--- src/rtl/mips_ctrl_pkg.sv ---
// Shared definitions for the multi-cycle MIPS control sequencer:
// opcode/funct constants, ALU encodings, FSM states and the control word.
package mips_ctrl_pkg;

   // Primary opcodes (instr[31:26])
   localparam logic [5:0] OP_RTYPE = 6'h00;
   localparam logic [5:0] OP_ADDI  = 6'h08;
   localparam logic [5:0] OP_SLTI  = 6'h0A;
   localparam logic [5:0] OP_ANDI  = 6'h0C;
   localparam logic [5:0] OP_ORI   = 6'h0D;
   localparam logic [5:0] OP_HALT  = 6'h3F;

   // R-type function codes (instr[5:0])
   localparam logic [5:0] FN_NOP = 6'h00;
   localparam logic [5:0] FN_ADD = 6'h20;
   localparam logic [5:0] FN_SUB = 6'h22;
   localparam logic [5:0] FN_AND = 6'h24;
   localparam logic [5:0] FN_OR  = 6'h25;
   localparam logic [5:0] FN_SLT = 6'h2A;

   // ALU operation encodings understood by the datapath
   localparam logic [3:0] ALU_AND = 4'b0000;
   localparam logic [3:0] ALU_OR  = 4'b0001;
   localparam logic [3:0] ALU_ADD = 4'b0010;
   localparam logic [3:0] ALU_SUB = 4'b0110;
   localparam logic [3:0] ALU_SLT = 4'b0111;

   // Sequencer states; FETCH..WB form the four-phase instruction loop
   typedef enum logic [2:0] {
      ST_INIT   = 3'd0,
      ST_IDLE   = 3'd1,
      ST_FETCH  = 3'd2,
      ST_DECODE = 3'd3,
      ST_EXEC   = 3'd4,
      ST_WB     = 3'd5,
      ST_STOP   = 3'd6
   } state_t;

   // Decoded control word for one instruction
   typedef struct packed {
      logic [3:0] alu_op;
      logic       selec_mux;   // 0 = rt destination, 1 = rd destination
      logic       selec_mux2;  // 0 = register operand, 1 = immediate
      logic       writes;      // register file written in WB
      logic       halt;        // HALT: stop after retiring
      logic       illegal;     // undecodable word
   } ctrl_t;

   // Build a legal control word from its fields
   function automatic ctrl_t make_ctrl(input logic [3:0] alu,
                                       input logic       rd_dst,
                                       input logic       imm_b,
                                       input logic       wr,
                                       input logic       halt);
      ctrl_t c;
      c.alu_op     = alu;
      c.selec_mux  = rd_dst;
      c.selec_mux2 = imm_b;
      c.writes     = wr;
      c.halt       = halt;
      c.illegal    = 1'b0;
      return c;
   endfunction

   // Control word reported for anything outside the decode table
   localparam ctrl_t CTRL_ILLEGAL = '{alu_op:     ALU_AND,
                                      selec_mux:  1'b0,
                                      selec_mux2: 1'b0,
                                      writes:     1'b0,
                                      halt:       1'b0,
                                      illegal:    1'b1};

endpackage

--- src/rtl/mips_ctrl_fsm_decoder.sv ---
// Purely combinational instruction decoder: instruction register in,
// control word out. Only opcode and funct take part in decoding.
module mips_decoder
   import mips_ctrl_pkg::*;
(
   input  logic [31:0] ir,
   output ctrl_t       cw
);

   logic [5:0] opcode;
   logic [5:0] funct;
   logic       unused_fields;

   assign opcode = ir[31:26];
   assign funct  = ir[5:0];
   // Register numbers, shamt and immediate are datapath business only
   assign unused_fields = ^ir[25:6];

   // Map opcode/funct onto the control word; unknown encodings are illegal
   always_comb begin
      cw = CTRL_ILLEGAL;
      case (opcode)
         OP_RTYPE: begin
            case (funct)
               FN_ADD:  cw = make_ctrl(ALU_ADD, 1'b1, 1'b0, 1'b1, 1'b0);
               FN_SUB:  cw = make_ctrl(ALU_SUB, 1'b1, 1'b0, 1'b1, 1'b0);
               FN_AND:  cw = make_ctrl(ALU_AND, 1'b1, 1'b0, 1'b1, 1'b0);
               FN_OR:   cw = make_ctrl(ALU_OR,  1'b1, 1'b0, 1'b1, 1'b0);
               FN_SLT:  cw = make_ctrl(ALU_SLT, 1'b1, 1'b0, 1'b1, 1'b0);
               // NOP still advances the PC but writes nothing
               FN_NOP:  cw = make_ctrl(ALU_AND, 1'b0, 1'b0, 1'b0, 1'b0);
               default: cw = CTRL_ILLEGAL;
            endcase
         end
         OP_ADDI: cw = make_ctrl(ALU_ADD, 1'b0, 1'b1, 1'b1, 1'b0);
         OP_ANDI: cw = make_ctrl(ALU_AND, 1'b0, 1'b1, 1'b1, 1'b0);
         OP_ORI:  cw = make_ctrl(ALU_OR,  1'b0, 1'b1, 1'b1, 1'b0);
         OP_SLTI: cw = make_ctrl(ALU_SLT, 1'b0, 1'b1, 1'b1, 1'b0);
         OP_HALT: cw = make_ctrl(ALU_AND, 1'b0, 1'b0, 1'b0, 1'b1);
         default: cw = CTRL_ILLEGAL;
      endcase
   end

endmodule

--- src/rtl/mips_ctrl_fsm.sv ---
// Multi-cycle control sequencer for the single-cycle MIPS datapath.
// Each instruction walks FETCH -> DECODE -> EXEC -> WB; every datapath
// control is a register loaded with the value it must hold in the next
// state, so all outputs change only on clock edges (or on reset).
// The current state is exported on 'state' for observation.
module mips_ctrl_fsm
   import mips_ctrl_pkg::*;
#(
   parameter int CNT_W = 16
) (
   input  logic             clk,
   input  logic             rst,
   input  logic             run,
   input  logic [31:0]      instr,
   output logic             en,
   output logic             en_rf,
   output logic             rst_rf,
   output logic             selec_mux,
   output logic             selec_mux2,
   output logic [3:0]       alu_op,
   output logic             busy,
   output logic             halted,
   output logic             illegal,
   output logic [CNT_W-1:0] retired,
   output state_t           state
);

   logic [31:0] ir;
   ctrl_t       dec_cw;
   logic        wb_writes;
   logic        wb_halt;

   mips_decoder u_decoder (
      .ir (ir),
      .cw (dec_cw)
   );

   // Sequencer: next state plus the registered controls for that state
   always_ff @(posedge clk or negedge rst) begin
      if (!rst) begin
         state      <= ST_INIT;
         ir         <= '0;
         wb_writes  <= 1'b0;
         wb_halt    <= 1'b0;
         en         <= 1'b0;
         en_rf      <= 1'b0;
         rst_rf     <= 1'b1;
         selec_mux  <= 1'b0;
         selec_mux2 <= 1'b0;
         alu_op     <= ALU_AND;
         busy       <= 1'b0;
         halted     <= 1'b0;
         illegal    <= 1'b0;
         retired    <= '0;
      end else begin
         case (state)
            // Register-file clear is held for exactly this one cycle
            ST_INIT: begin
               rst_rf <= 1'b0;
               state  <= ST_IDLE;
            end

            ST_IDLE: begin
               if (run) begin
                  busy  <= 1'b1;
                  state <= ST_FETCH;
               end
            end

            // The instruction word is only ever sampled here
            ST_FETCH: begin
               ir    <= instr;
               state <= ST_DECODE;
            end

            // Selects and ALU op go live for EXEC and stay through WB
            ST_DECODE: begin
               if (dec_cw.illegal) begin
                  illegal <= 1'b1;
                  busy    <= 1'b0;
                  state   <= ST_STOP;
               end else begin
                  wb_writes  <= dec_cw.writes;
                  wb_halt    <= dec_cw.halt;
                  alu_op     <= dec_cw.alu_op;
                  selec_mux  <= dec_cw.selec_mux;
                  selec_mux2 <= dec_cw.selec_mux2;
                  state      <= ST_EXEC;
               end
            end

            // PC and register file update together on the WB edge
            ST_EXEC: begin
               en    <= 1'b1;
               en_rf <= wb_writes;
               state <= ST_WB;
            end

            // Retire, clear the controls, and pick the next instruction
            ST_WB: begin
               en         <= 1'b0;
               en_rf      <= 1'b0;
               selec_mux  <= 1'b0;
               selec_mux2 <= 1'b0;
               alu_op     <= ALU_AND;
               retired    <= retired + CNT_W'(1);
               if (wb_halt) begin
                  halted <= 1'b1;
                  busy   <= 1'b0;
                  state  <= ST_STOP;
               end else if (run) begin
                  state  <= ST_FETCH;
               end else begin
                  busy   <= 1'b0;
                  state  <= ST_IDLE;
               end
            end

            // Terminal: only reset leaves this state
            ST_STOP: begin
               state <= ST_STOP;
            end

            default: begin
               en     <= 1'b0;
               en_rf  <= 1'b0;
               busy   <= 1'b0;
               state  <= ST_STOP;
            end
         endcase
      end
   end

endmodule

--- config.mk ---
export PLATFORM = sky130hd
export DESIGN_NAME = mips_ctrl_fsm
export DESIGN_NICKNAME = d
export VERILOG_FILES = /design/src/rtl/mips_ctrl_pkg.sv /design/src/rtl/mips_ctrl_fsm_decoder.sv /design/src/rtl/mips_ctrl_fsm.sv
export SDC_FILE = /design/constraint.sdc
export NUM_CORES = 1
export LEC_CHECK = 0
export ABC_AREA = 1
export BUFFER_PORTS_ARGS = -buffer_cell sky130_fd_sc_hd__buf_2
export CORE_MARGIN = 10
export CORE_UTILIZATION = 38
export CTS_CLUSTER_DIAMETER = 150
export DETAILED_ROUTE_END_ITERATION = 10
export SYNTH_ARGS = -nofsm -noshare
export SYNTH_HDL_FRONTEND = slang
export SYNTH_SLANG_ARGS = --single-unit
--- constraint.sdc ---
create_clock -name clk -period 4 [get_ports clk]
set_input_delay 1.2 -clock clk [delete_from_list [all_inputs] [get_ports clk]]
set_output_delay 1.2 -clock clk [all_outputs]
set_load 0.05 [all_outputs]
Yosys cells after proc, flatten, opt, wreduce, memory -nomap -nowiden
Cells that the tools add are included.
{"block": "classes", "addsub": 1, "eq_ne": 20, "muxes": 20, "bitwise": 2, "reduce_logical": 11}
{"cell": "$pmux 8 s6", "count": 2}
{"cell": "$eq 6x6->1 const B", "count": 6}
{"cell": "$eq 6x4->1 const B", "count": 4}
{"cell": "$pmux 3 s6", "count": 1}
{"cell": "$add 16x1->16 const B", "count": 1}
{"cell": "$logic_not 6->1", "count": 2}
{"cell": "$eq 3x3->1 const B", "count": 3}
{"cell": "$pmux 1 s2", "count": 4}
{"cell": "$pmux 4 s2", "count": 1}
{"cell": "$reduce_and 2->1", "count": 4}
{"cell": "$eq 3x2->1 const B", "count": 2}
{"cell": "$mux 1", "count": 6}
{"cell": "$mux 3", "count": 2}
{"cell": "$ne 2x2->1 const B", "count": 3}
{"cell": "$reduce_or 5->1", "count": 1}
{"cell": "$mux 2", "count": 2}
{"cell": "$mux 4", "count": 1}
{"cell": "$pmux 1 s4", "count": 1}
{"cell": "$reduce_and 4->1", "count": 1}
{"cell": "$reduce_or 4->1", "count": 1}
{"cell": "$eq 3x1->1 const B", "count": 1}
{"cell": "$logic_not 3->1", "count": 1}
{"cell": "$ne 3x3->1 const B", "count": 1}
{"cell": "$not 1->1", "count": 2}
{"cell": "$reduce_bool 2->1", "count": 1}
{"block": "totals", "regBits": 65, "out_inout_bits": 31}

Logic depth before layout (Yosys ltp)
Gate-level depths: netlist (run 1).
{"block": "depth", "ltp_word": 5, "ltp_mapped": 10}

Modules after synthesis
A second synthesis (run 1) with hierarchy kept.
{"block": "unflattened", "cells_unflattened": 303, "area_unflattened_um2": 3006.6}
{"mod": "mips_ctrl_fsm", "instances": 1, "cells_each": 249, "area_per_inst_um2": 2736.4, "seq_area_each_um2": 1627.8}
{"mod": "mips_decoder", "instances": 1, "cells_each": 54, "area_per_inst_um2": 270.3, "seq_area_each_um2": 0.0}

Least setup slack after synthesis (run 1)
Ideal clock, no wire load.
{"block": "synth_timing", "kind": "reg2out", "startpoint": "register state[2]", "endpoint": "output state[2]", "t_arrival_ns": 0.696, "required_time_ns": 2.800, "slack_ns": 2.104, "stages_incl_launch_ff": 1, "n_path_buf": 0, "path_cell_list": "dfrtp_1"}
{"item": "from (decl)", "line": "mips_ctrl_fsm.sv:25", "rtl": "output state_t state"}
{"item": "from (signal assigned)", "line": "mips_ctrl_fsm.sv:41", "rtl": "state <= ST_INIT;"}
{"item": "from (signal assigned)", "line": "mips_ctrl_fsm.sv:60", "rtl": "state <= ST_IDLE;"}
{"item": "from (signal assigned)", "line": "mips_ctrl_fsm.sv:66", "rtl": "state <= ST_FETCH;"}
No word-level cell between the ends.

Final worst setup path (run 1)
{"block": "layout_timing", "startpoint": "register state[2]", "endpoint": "output state[2]"}
No word-level cell between the ends.

==> impl_results.html, run 1 <==
<table>
<tr><th>Metric</th><th>Value</th></tr>
<tr><th colspan="2">Clock network</th></tr>
<tr><td>Clock-pin slew on the worst setup and hold paths</td><td>0.07 ns</td></tr>
<tr><td>Depth of the CTS H-tree</td><td>2</td></tr>
<tr><td>Total number of clock tree sinks</td><td>44</td></tr>
<tr><td>Source-to-sink clock delay at the later pin of the worst-skew pair</td><td>0.29 ns</td></tr>
<tr><td>Number of buffers added to fix hold violations after cts</td><td>0</td></tr>
<tr><td>Num CTS Buffers</td><td>5</td></tr>
<tr><td>CTS-repair resized insts</td><td>0</td></tr>
<tr><td>Max clock buf depth</td><td>2</td></tr>
<tr><td>Setup fix buffers added after clock tree synthesis</td><td>0</td></tr>
<tr><td>Root Driver</td><td>clkbuf_8</td></tr>
<tr><td>Clock tree from TritonCTS</td><td>built</td></tr>
<tr><th colspan="2">Global routing</th></tr>
<tr><td>Sum of overflow across all layers after global routing</td><td>0</td></tr>
<tr><td>Number of antenna violations at the first check in global routing</td><td>0</td></tr>
<tr><td>Pin count of the biggest net entering global routing</td><td>45</td></tr>
<tr><td>Global-route wire length before repair</td><td>7.56 mm</td></tr>
<tr><td>Number of global-route vias before repair</td><td>1,702</td></tr>
<tr><td>Gr usage total</td><td>10.4%</td></tr>
<tr><th colspan="2">Floorplanning</th></tr>
<tr><td>Standard-cell rows</td><td>27</td></tr>
<tr><td>Die area</td><td>9100 µm²</td></tr>
<tr><td>Core outline area</td><td>5510 µm²</td></tr>
<tr><td>Number of primary I/O pins</td><td>66</td></tr>
<tr><td>Die height</td><td>95.4 µm</td></tr>
<tr><td>Initial cell density of the core</td><td>39.2%</td></tr>
<tr><td>Die outline width</td><td>95.4 µm</td></tr>
<tr><th colspan="2">STA</th></tr>
<tr><td>Fin Clk Skew</td><td>0.00469 ns</td></tr>
<tr><td>Max-slew violation count</td><td>0</td></tr>
<tr><td>Slew margin rel.</td><td>35.2%</td></tr>
<tr><td>Setup TNS</td><td>0 ns</td></tr>
<tr><td>Total setup violations reported at the end of the flow</td><td>0</td></tr>
<tr><td>Total count of hold-check failures in the final report</td><td>0</td></tr>
<tr><td>RSZ-0062 raised after global routing</td><td>no</td></tr>
<tr><td>Worst-Margin Slew</td><td>0.972 ns</td></tr>
<tr><td>Final worst path period need</td><td>2.28 ns</td></tr>
<tr><td>Post-route fraction of the period consumed by the critical path</td><td>57.0%</td></tr>
<tr><td>Crit path setup slack, layout</td><td>1.72 ns</td></tr>
<tr><td>Max Clk Rate</td><td>439 MHz</td></tr>
<tr><th colspan="2">Synthesis</th></tr>
<tr><td>Number of nets produced by synthesis</td><td>289</td></tr>
<tr><td>Dominant combinational cell family by area after synthesis</td><td>simple AND/OR/NAND/NOR gates</td></tr>
<tr><td>Post-Synthesis Mean Instance Area</td><td>8.54 µm²</td></tr>
<tr><td>Sequential share of the synthesized area</td><td>51.0%</td></tr>
<tr><td>Synthesized netlist cell count</td><td>253</td></tr>
<tr><td>Adder and majority gate portion of the synthesized area</td><td>0.579%</td></tr>
<tr><td>Count of yosys warnings during synthesis</td><td>0</td></tr>
<tr><td>Post-synthesis simple-gate area fraction</td><td>27.5%</td></tr>
<tr><td>Synthesized-area fraction occupied by ao, oa, aoi and oai cells</td><td>6.20%</td></tr>
<tr><td>Synthesized cell area</td><td>2160 µm²</td></tr>
<tr><td>Total of flip-flops plus latches after synthesis</td><td>44</td></tr>
<tr><td>Share of synthesized area spent on multiplexers</td><td>2.09%</td></tr>
<tr><td>Distinct cell type count after synthesis</td><td>35</td></tr>
<tr><td>Synth Area in XOR/XNOR</td><td>4.87%</td></tr>
<tr><th colspan="2">Pwr</th></tr>
<tr><td>Clock share of power</td><td>17.8%</td></tr>
<tr><td>Worst ir drop on vdd</td><td>0.000288 V</td></tr>
<tr><td>Proportion of power drawn by combinational gates</td><td>39.4%</td></tr>
<tr><td>Switching share of total power</td><td>44.4%</td></tr>
<tr><td>Sequential share of power</td><td>42.8%</td></tr>
<tr><td>Areal power density over the cells</td><td>627 nW/µm²</td></tr>
<tr><td>Design internal power</td><td>0.000881 W</td></tr>
<tr><td>Sw power</td><td>0.000704 W</td></tr>
<tr><td>LEAKAGE</td><td>1.38 nW</td></tr>
<tr><th colspan="2">Route</th></tr>
<tr><td>Antenna violation net count after detailed routing</td><td>0</td></tr>
<tr><td>Per-cell routed wire length</td><td>11.9 µm</td></tr>
<tr><td>Post-detailed-route DRC marker count</td><td>0</td></tr>
<tr><td>Number of DRC markers in iteration 0</td><td>63</td></tr>
<tr><td>Via count</td><td>1,740</td></tr>
<tr><td>Via-per-instance ratio</td><td>4.68</td></tr>
<tr><td>DR pass1 iterations</td><td>4</td></tr>
<tr><td>Final Routed Wirelength</td><td>4.42 mm</td></tr>
<tr><th colspan="2">Hold path</th></tr>
<tr><td>Class of the tightest hold or removal check</td><td>register to register</td></tr>
<tr><td>Hold path start</td><td>rst_rf$_DFFE_PN1P_</td></tr>
<tr><th colspan="2">Worst setup path</th></tr>
<tr><td>CP top delay family</td><td>flip-flops</td></tr>
<tr><td>Worst setup path start</td><td>state[2]$_DFFE_PN0N_</td></tr>
<tr><td>CP Max Fanout</td><td>8</td></tr>
<tr><td>Critical-path cell with the highest stage delay</td><td>dfrtp_1</td></tr>
<tr><td>FF-to-FF Start</td><td>state[1]$_DFFE_PN0N_</td></tr>
<tr><td>Slowest cell delay on critical path</td><td>0.48 ns</td></tr>
<tr><td>Req. time, crit path</td><td>2.80 ns</td></tr>
<tr><td>Critical-path cell list</td><td>buf_2</td></tr>
<tr><td>Launching element type of the critical path</td><td>register</td></tr>
<tr><td>Count of buffering cells on the critical path with inverters included</td><td>1</td></tr>
<tr><td>Category of the most critical setup path</td><td>register to output pin</td></tr>
<tr><td>Arrival time worst endpoint</td><td>1.08 ns</td></tr>
<tr><td>Endpoint type of the worst setup path</td><td>output pin</td></tr>
<tr><th colspan="2">Finish</th></tr>
<tr><td>Filler cell count in the final layout</td><td>576</td></tr>
<tr><td>Ant diodes</td><td>0</td></tr>
<tr><td>Leading cell type in the layout, fill and taps excluded</td><td>nand2_1</td></tr>
<tr><td>Final instance area</td><td>2530 µm²</td></tr>
<tr><td>Most used cells in the layout excluding fill and tap cells</td><td>nand2_1 (59), buf_2 (44), dfrtp_1 (43), inv_1 (29), nor2_1 (27)</td></tr>
<tr><td>Area Growth Syn to Fin</td><td>17.0%</td></tr>
<tr><td>Fin nets</td><td>335</td></tr>
<tr><td>Layout cell share with drive strength beyond 1</td><td>22.0%</td></tr>
<tr><th colspan="2">Place</th></tr>
<tr><td>HPWL reported at the end of detailed placement</td><td>3.43 mm</td></tr>
<tr><td>Buffers on Ports</td><td>44</td></tr>
<tr><td>Placement Cell Area</td><td>2440 µm²</td></tr>
<tr><td>Place WS</td><td>1.92 ns</td></tr>
<tr><td>RD Place Congestion</td><td>0.763</td></tr>
<tr><th colspan="2">Run</th></tr>
<tr><td>Max-Cap Viols</td><td>0</td></tr>
<tr><th colspan="2">Status</th></tr>
<tr><td>Status</td><td>complete, no violations</td></tr>
</table>
==> through the flow <==
| step | total power (W) | utilization (%) | std cells | hold WS, ns |
|---|---|---|---|---|
| final | 0.00159 | 45.9 | 372 | 0.440 |
| after global routing | 0.00172 | 45.9 | 372 | 0.463 |
| after CTS | 0.00161 | 45.9 | 372 | 0.446 |
| after detailed placement | 0.00132 | 44.3 | 364 | 0.433 |
| after global placement | 0.00131 | 44.3 | 364 | 0.433 |
| after floorplan | 0.00117 | - | 253 | 0.459 |
==> synth_stat cells <==
cell,instances,area [µm²]
nand2_1,59,221
dfrtp_1,43,1080
inv_1,29,109
nor2_1,27,101
nand3_1,15,75.1
a21oi_1,9,45.0
o21ai_0,9,45.0
xor2_1,7,61.3
xnor2_1,5,43.8
mux2_1,4,45.0
nand4_1,4,25.0
nor3_1,4,20.0
clkinv_1,3,11.3
inv_2,3,11.3
nand2_2,3,18.8
nand3_2,3,30.0
nor3b_1,3,22.5
o21ai_1,3,15.0
buf_2,2,10.0
nand3b_1,2,15.0
nor2_4,2,22.5
a21boi_1,1,7.51
a21o_1,1,7.51
a31oi_1,1,6.26
buf_4,1,7.51
buf_6,1,11.3
clkbuf_1,1,3.75
conb_1,1,3.75
dfstp_2,1,26.3
ha_1,1,12.5
nand4_2,1,12.5
nor2_2,1,6.26
nor3_4,1,16.3
o211ai_1,1,7.51
or2_2,1,6.26
==> path summary, 6_finish.rpt <==
check	end	slack (ns)	cells after the start
worst max-delay path	state[2]	1.72	1
worst min-delay path	rst_rf$_DFFE_PN1P_	0.44	2
worst max register to register	retired[10]$_DFFE_PN0P_	2.29	9
worst min register to register	rst_rf$_DFFE_PN1P_	0.44	2
max in group asynchronous	ir[26]$_DFFE_PN0P_	2.33	1
min in group asynchronous	state[2]$_DFFE_PN0N_	1.06	1
==> cell families (layout without fill, tap and decap cells) <==
| kind of cell | after synthesis | count (layout) |
|---|---|---|
| compound gates | 25 | 25 |
| xor+xnor | 12 | 12 |
| fa+ha+maj | 1 | 1 |
| buf+inv | 40 | 87 |
| flops | 44 | 44 |
| mux | 4 | 4 |
| other cells | 1 | 1 |
| simple gates | 126 | 126 |
==> power groups by stage <==
stage	Clock, W	Sequential [W]	Combinational, W
3_3_place_gp	0	0.000684	0.000624
4_1_cts	0.000296	0.000679	0.000635
3_5_place_dp	0	0.000687	0.000631
2_1_floorplan	0	0.000842	0.000331
5_1_grt	0.000315	0.000699	0.000703
6_report	0.000282	0.000679	0.000625
==> area by class of cell <==
type	count	area, µm²	area share, %
timing repair buffer	44	220	8.71
clock buffer	8	90.1	3.56
inverter	35	131	5.20
tap	72	90.1	3.56
multi-input combinational	169	893	35.3
sequential	44	1100	43.6
==> metal layers <==
metal | part of all wire, % | track usage (%) | vias to the layer above
li1 | - | - | 889
met1 | 43 | 11.7 | 797
met2 | 49 | 18.0 | 46
met3 | 6.8 | 3.22 | 8
met4 | 1.3 | 4.05 | 0
met5 | 0 | 0 | -
==> sequential cells by signal, indices dropped and copies added (netlist names) <==
register    flops
selec_mux2      1
busy            1
halted          1
state           3
en              1
rst_rf          1
alu_op          3
en_rf           1
wb_writes       1
selec_mux       1
illegal         1
retired        16
ir             12
wb_halt         1
No activity file was read; power rests on OpenSTA's default activity.
==> run 2, diff against run 1 <==
==> constraint.sdc (replaced) <==
create_clock -name clk -period 2.2 [get_ports clk]
set_input_delay 0.66 -clock clk [delete_from_list [all_inputs] [get_ports clk]]
set_output_delay 0.66 -clock clk [all_outputs]
set_load 0.05 [all_outputs]
==> run 2 against run 1 <==
- combinational power is 86% higher
- sequential power is 81% higher
- wire length is 2.3% higher
- clock-buffer cell count stayed put
- first-iteration DRC count is 6.3% lower
- non-clock buffer count is 2 higher
- register-to-register slack worse by 1.8 ns
- clock skew is 0.0022 ns lower
- final cell count is 0.54% higher
- power is 84% higher
- die area stayed put
- critical endpoint unchanged
- largest cell class unchanged
- highest routed layer unchanged
==> impl_results.html, run 2 (same netlist as run 1, synthesis figures left out) <==
<table>
<tr><th>Metric</th><th>Value</th></tr>
<tr><th colspan="2">Clock network</th></tr>
<tr><td>Clock tree from TritonCTS</td><td>built</td></tr>
<tr><td>Source-to-sink clock delay at the later pin of the worst-skew pair</td><td>0.29 ns</td></tr>
<tr><td>Clock-pin slew on the worst setup and hold paths</td><td>0.08 ns</td></tr>
<tr><td>Max clock buf depth</td><td>2</td></tr>
<tr><td>Total number of clock tree sinks</td><td>44</td></tr>
<tr><td>Setup fix buffers added after clock tree synthesis</td><td>0</td></tr>
<tr><td>Number of buffers added to fix hold violations after cts</td><td>0</td></tr>
<tr><td>Num CTS Buffers</td><td>5</td></tr>
<tr><td>CTS-repair resized insts</td><td>0</td></tr>
<tr><td>Depth of the CTS H-tree</td><td>2</td></tr>
<tr><td>Root Driver</td><td>clkbuf_8</td></tr>
<tr><th colspan="2">Place</th></tr>
<tr><td>Buffers on Ports</td><td>44</td></tr>
<tr><td>RD Place Congestion</td><td>0.763</td></tr>
<tr><td>HPWL reported at the end of detailed placement</td><td>3.46 mm</td></tr>
<tr><td>Placement Cell Area</td><td>2460 µm²</td></tr>
<tr><th colspan="2">Route</th></tr>
<tr><td>Antenna violation net count after detailed routing</td><td>0</td></tr>
<tr><td>Number of DRC markers in iteration 0</td><td>59</td></tr>
<tr><td>Final Routed Wirelength</td><td>4.52 mm</td></tr>
<tr><td>DR pass1 iterations</td><td>4</td></tr>
<tr><td>Per-cell routed wire length</td><td>12.1 µm</td></tr>
<tr><td>Via-per-instance ratio</td><td>4.57</td></tr>
<tr><td>Post-detailed-route DRC marker count</td><td>0</td></tr>
<tr><td>Via count</td><td>1,711</td></tr>
<tr><th colspan="2">Worst setup path</th></tr>
<tr><td>Req. time, crit path</td><td>1.54 ns</td></tr>
<tr><td>CP Max Fanout</td><td>8</td></tr>
<tr><td>Launching element type of the critical path</td><td>register</td></tr>
<tr><td>CP top delay family</td><td>flip-flops</td></tr>
<tr><td>Arrival time worst endpoint</td><td>1.08 ns</td></tr>
<tr><td>Critical-path cell list</td><td>buf_2</td></tr>
<tr><td>Count of buffering cells on the critical path with inverters included</td><td>1</td></tr>
<tr><td>Critical-path cell with the highest stage delay</td><td>dfrtp_1</td></tr>
<tr><td>Category of the most critical setup path</td><td>register to output pin</td></tr>
<tr><td>Endpoint type of the worst setup path</td><td>output pin</td></tr>
<tr><td>Slowest cell delay on critical path</td><td>0.48 ns</td></tr>
<tr><th colspan="2">Pwr</th></tr>
<tr><td>Clock share of power</td><td>17.7%</td></tr>
<tr><td>Areal power density over the cells</td><td>1140 nW/µm²</td></tr>
<tr><td>Design internal power</td><td>0.00162 W</td></tr>
<tr><td>Sw power</td><td>0.00130 W</td></tr>
<tr><td>LEAKAGE</td><td>1.39 nW</td></tr>
<tr><td>Sequential share of power</td><td>42.3%</td></tr>
<tr><td>Worst ir drop on vdd</td><td>0.000673 V</td></tr>
<tr><td>Proportion of power drawn by combinational gates</td><td>40.0%</td></tr>
<tr><td>Switching share of total power</td><td>44.5%</td></tr>
<tr><th colspan="2">Finish</th></tr>
<tr><td>Most used cells in the layout excluding fill and tap cells</td><td>nand2_1 (59), buf_2 (44), dfrtp_1 (43), inv_1 (29), nor2_1 (27)</td></tr>
<tr><td>Top register by number of flip-flops</td><td>retired</td></tr>
<tr><td>Largest registers</td><td>retired x16, ir x12</td></tr>
<tr><td>Leading cell type in the layout, fill and taps excluded</td><td>nand2_1</td></tr>
<tr><td>Layout cell share with drive strength beyond 1</td><td>22.5%</td></tr>
<tr><td>Final instance area</td><td>2550 µm²</td></tr>
<tr><td>Area Growth Syn to Fin</td><td>18.3%</td></tr>
<tr><td>Ant diodes</td><td>0</td></tr>
<tr><td>Fin nets</td><td>337</td></tr>
<tr><td>Flip-flop count of the largest register after layout</td><td>16</td></tr>
<tr><th colspan="2">Global routing</th></tr>
<tr><td>Number of antenna violations at the first check in global routing</td><td>0</td></tr>
<tr><td>Global-route wire length before repair</td><td>7.87 mm</td></tr>
<tr><td>Pin count of the biggest net entering global routing</td><td>45</td></tr>
<tr><td>Number of global-route vias before repair</td><td>1,691</td></tr>
<tr><td>Sum of overflow across all layers after global routing</td><td>0</td></tr>
<tr><td>Gr usage total</td><td>10.8%</td></tr>
<tr><th colspan="2">STA</th></tr>
<tr><td>Max-slew violation count</td><td>0</td></tr>
<tr><td>Total setup violations reported at the end of the flow</td><td>0</td></tr>
<tr><td>Total count of hold-check failures in the final report</td><td>0</td></tr>
<tr><td>Post-route fraction of the period consumed by the critical path</td><td>79.2%</td></tr>
<tr><td>Setup TNS</td><td>0 ns</td></tr>
<tr><td>RSZ-0062 raised after global routing</td><td>no</td></tr>
<tr><td>Final worst path period need</td><td>1.74 ns</td></tr>
<tr><td>Fin Clk Skew</td><td>0.00245 ns</td></tr>
<tr><td>Max Clk Rate</td><td>574 MHz</td></tr>
<tr><th colspan="2">Run</th></tr>
<tr><td>Max-Cap Viols</td><td>0</td></tr>
<tr><th colspan="2">Floorplanning</th></tr>
<tr><td>Die area</td><td>9100 µm²</td></tr>
<tr><td>Standard-cell rows</td><td>27</td></tr>
<tr><td>Core outline area</td><td>5510 µm²</td></tr>
<tr><td>Number of primary I/O pins</td><td>66</td></tr>
<tr><td>Die outline width</td><td>95.4 µm</td></tr>
<tr><td>Initial cell density of the core</td><td>39.2%</td></tr>
<tr><td>Die height</td><td>95.4 µm</td></tr>
<tr><th colspan="2">Status</th></tr>
<tr><td>Status</td><td>complete, no violations</td></tr>
<tr><th colspan="2">Hold path</th></tr>
<tr><td>Class of the tightest hold or removal check</td><td>primary input to async pin</td></tr>
</table>
[run 2: cell types whose count changed in the layout (fill, tap and decap cells not counted)]
cell / delta
buf_4: +1
buf_12: +1
[run 2: path summary, 6_finish.rpt]
| path | depth (start not counted) | slack [ns] | start | end |
|---|---|---|---|---|
| setup / recovery | 1 | 0.46 | state[2]$_DFFE_PN0N_ | state[2] |
| hold / removal | 2 | 0.33 | rst | illegal$_DFFE_PN0P_ |
| setup reg to reg | 9 | 0.46 | state[1]$_DFFE_PN0N_ | retired[10]$_DFFE_PN0P_ |
| hold reg to reg | 2 | 0.44 | rst_rf$_DFFE_PN1P_ | rst_rf$_DFFE_PN1P_ |
| max in group asynchronous | 2 | 1.61 | rst | rst_rf$_DFFE_PN1P_ |
| min in group clk | 2 | 0.44 | rst_rf$_DFFE_PN1P_ | rst_rf$_DFFE_PN1P_ |
[run 2: metrics by stage]
| stage | power [W] | setup slack (ns) | std cells | utilization, % | hold WS [ns] |
|---|---|---|---|---|---|
| finish | 0.00291 | 0.457 | 374 | 46.4 | 0.331 |
| global route | 0.00315 | 0.282 | 374 | 46.4 | 0.348 |
| CTS | 0.00296 | 0.432 | 374 | 46.4 | 0.336 |
| detailed placement | 0.00242 | 0.442 | 366 | 44.8 | 0.432 |
| global placement | 0.00239 | 0.459 | 366 | 44.8 | 0.432 |
| floorplan | 0.00213 | 0.497 | 253 | - | 0.364 |
[run 2: power by group through the flow]
stage | Sequential, W | Clock [W] | Combinational, W
after global routing | 0.00127 | 0.000568 | 0.00131
after detailed placement | 0.00125 | 0 | 0.00118
after floorplan | 0.00153 | 0 | 0.000601
after global placement | 0.00124 | 0 | 0.00115
final | 0.00123 | 0.000516 | 0.00116
after CTS | 0.00123 | 0.000538 | 0.00118
[run 2: layer usage]
| layer | up-vias | routed length, µm | GRT usage (%) |
|---|---|---|---|
| li1 | 897 | - | - |
| met5 | - | 0 | 0 |
| met3 | 7 | 293 | 3.38 |
| met2 | 35 | 2220 | 18.0 |
| met4 | 0 | 58 | 3.69 |
| met1 | 772 | 1950 | 12.9 |
[run 2: final cells by class]
class | instances | area, µm²
well taps | 72 | 90.1
multi-input cells | 169 | 893
clock buffers | 8 | 90.1
flip-flops and latches | 44 | 1100
inverters | 35 | 131
repair buffers | 46 | 248
fillers | 567 | 2950
[run 2: worst reg2reg max path, delay by kind of cell (launching register included)]
kind	cells	cell delay, ns
xor gates and xnor gates	1	0.14
buffers and inverters	2	0.31
DFF	1	0.41
and+or+nand+nor	6	0.79
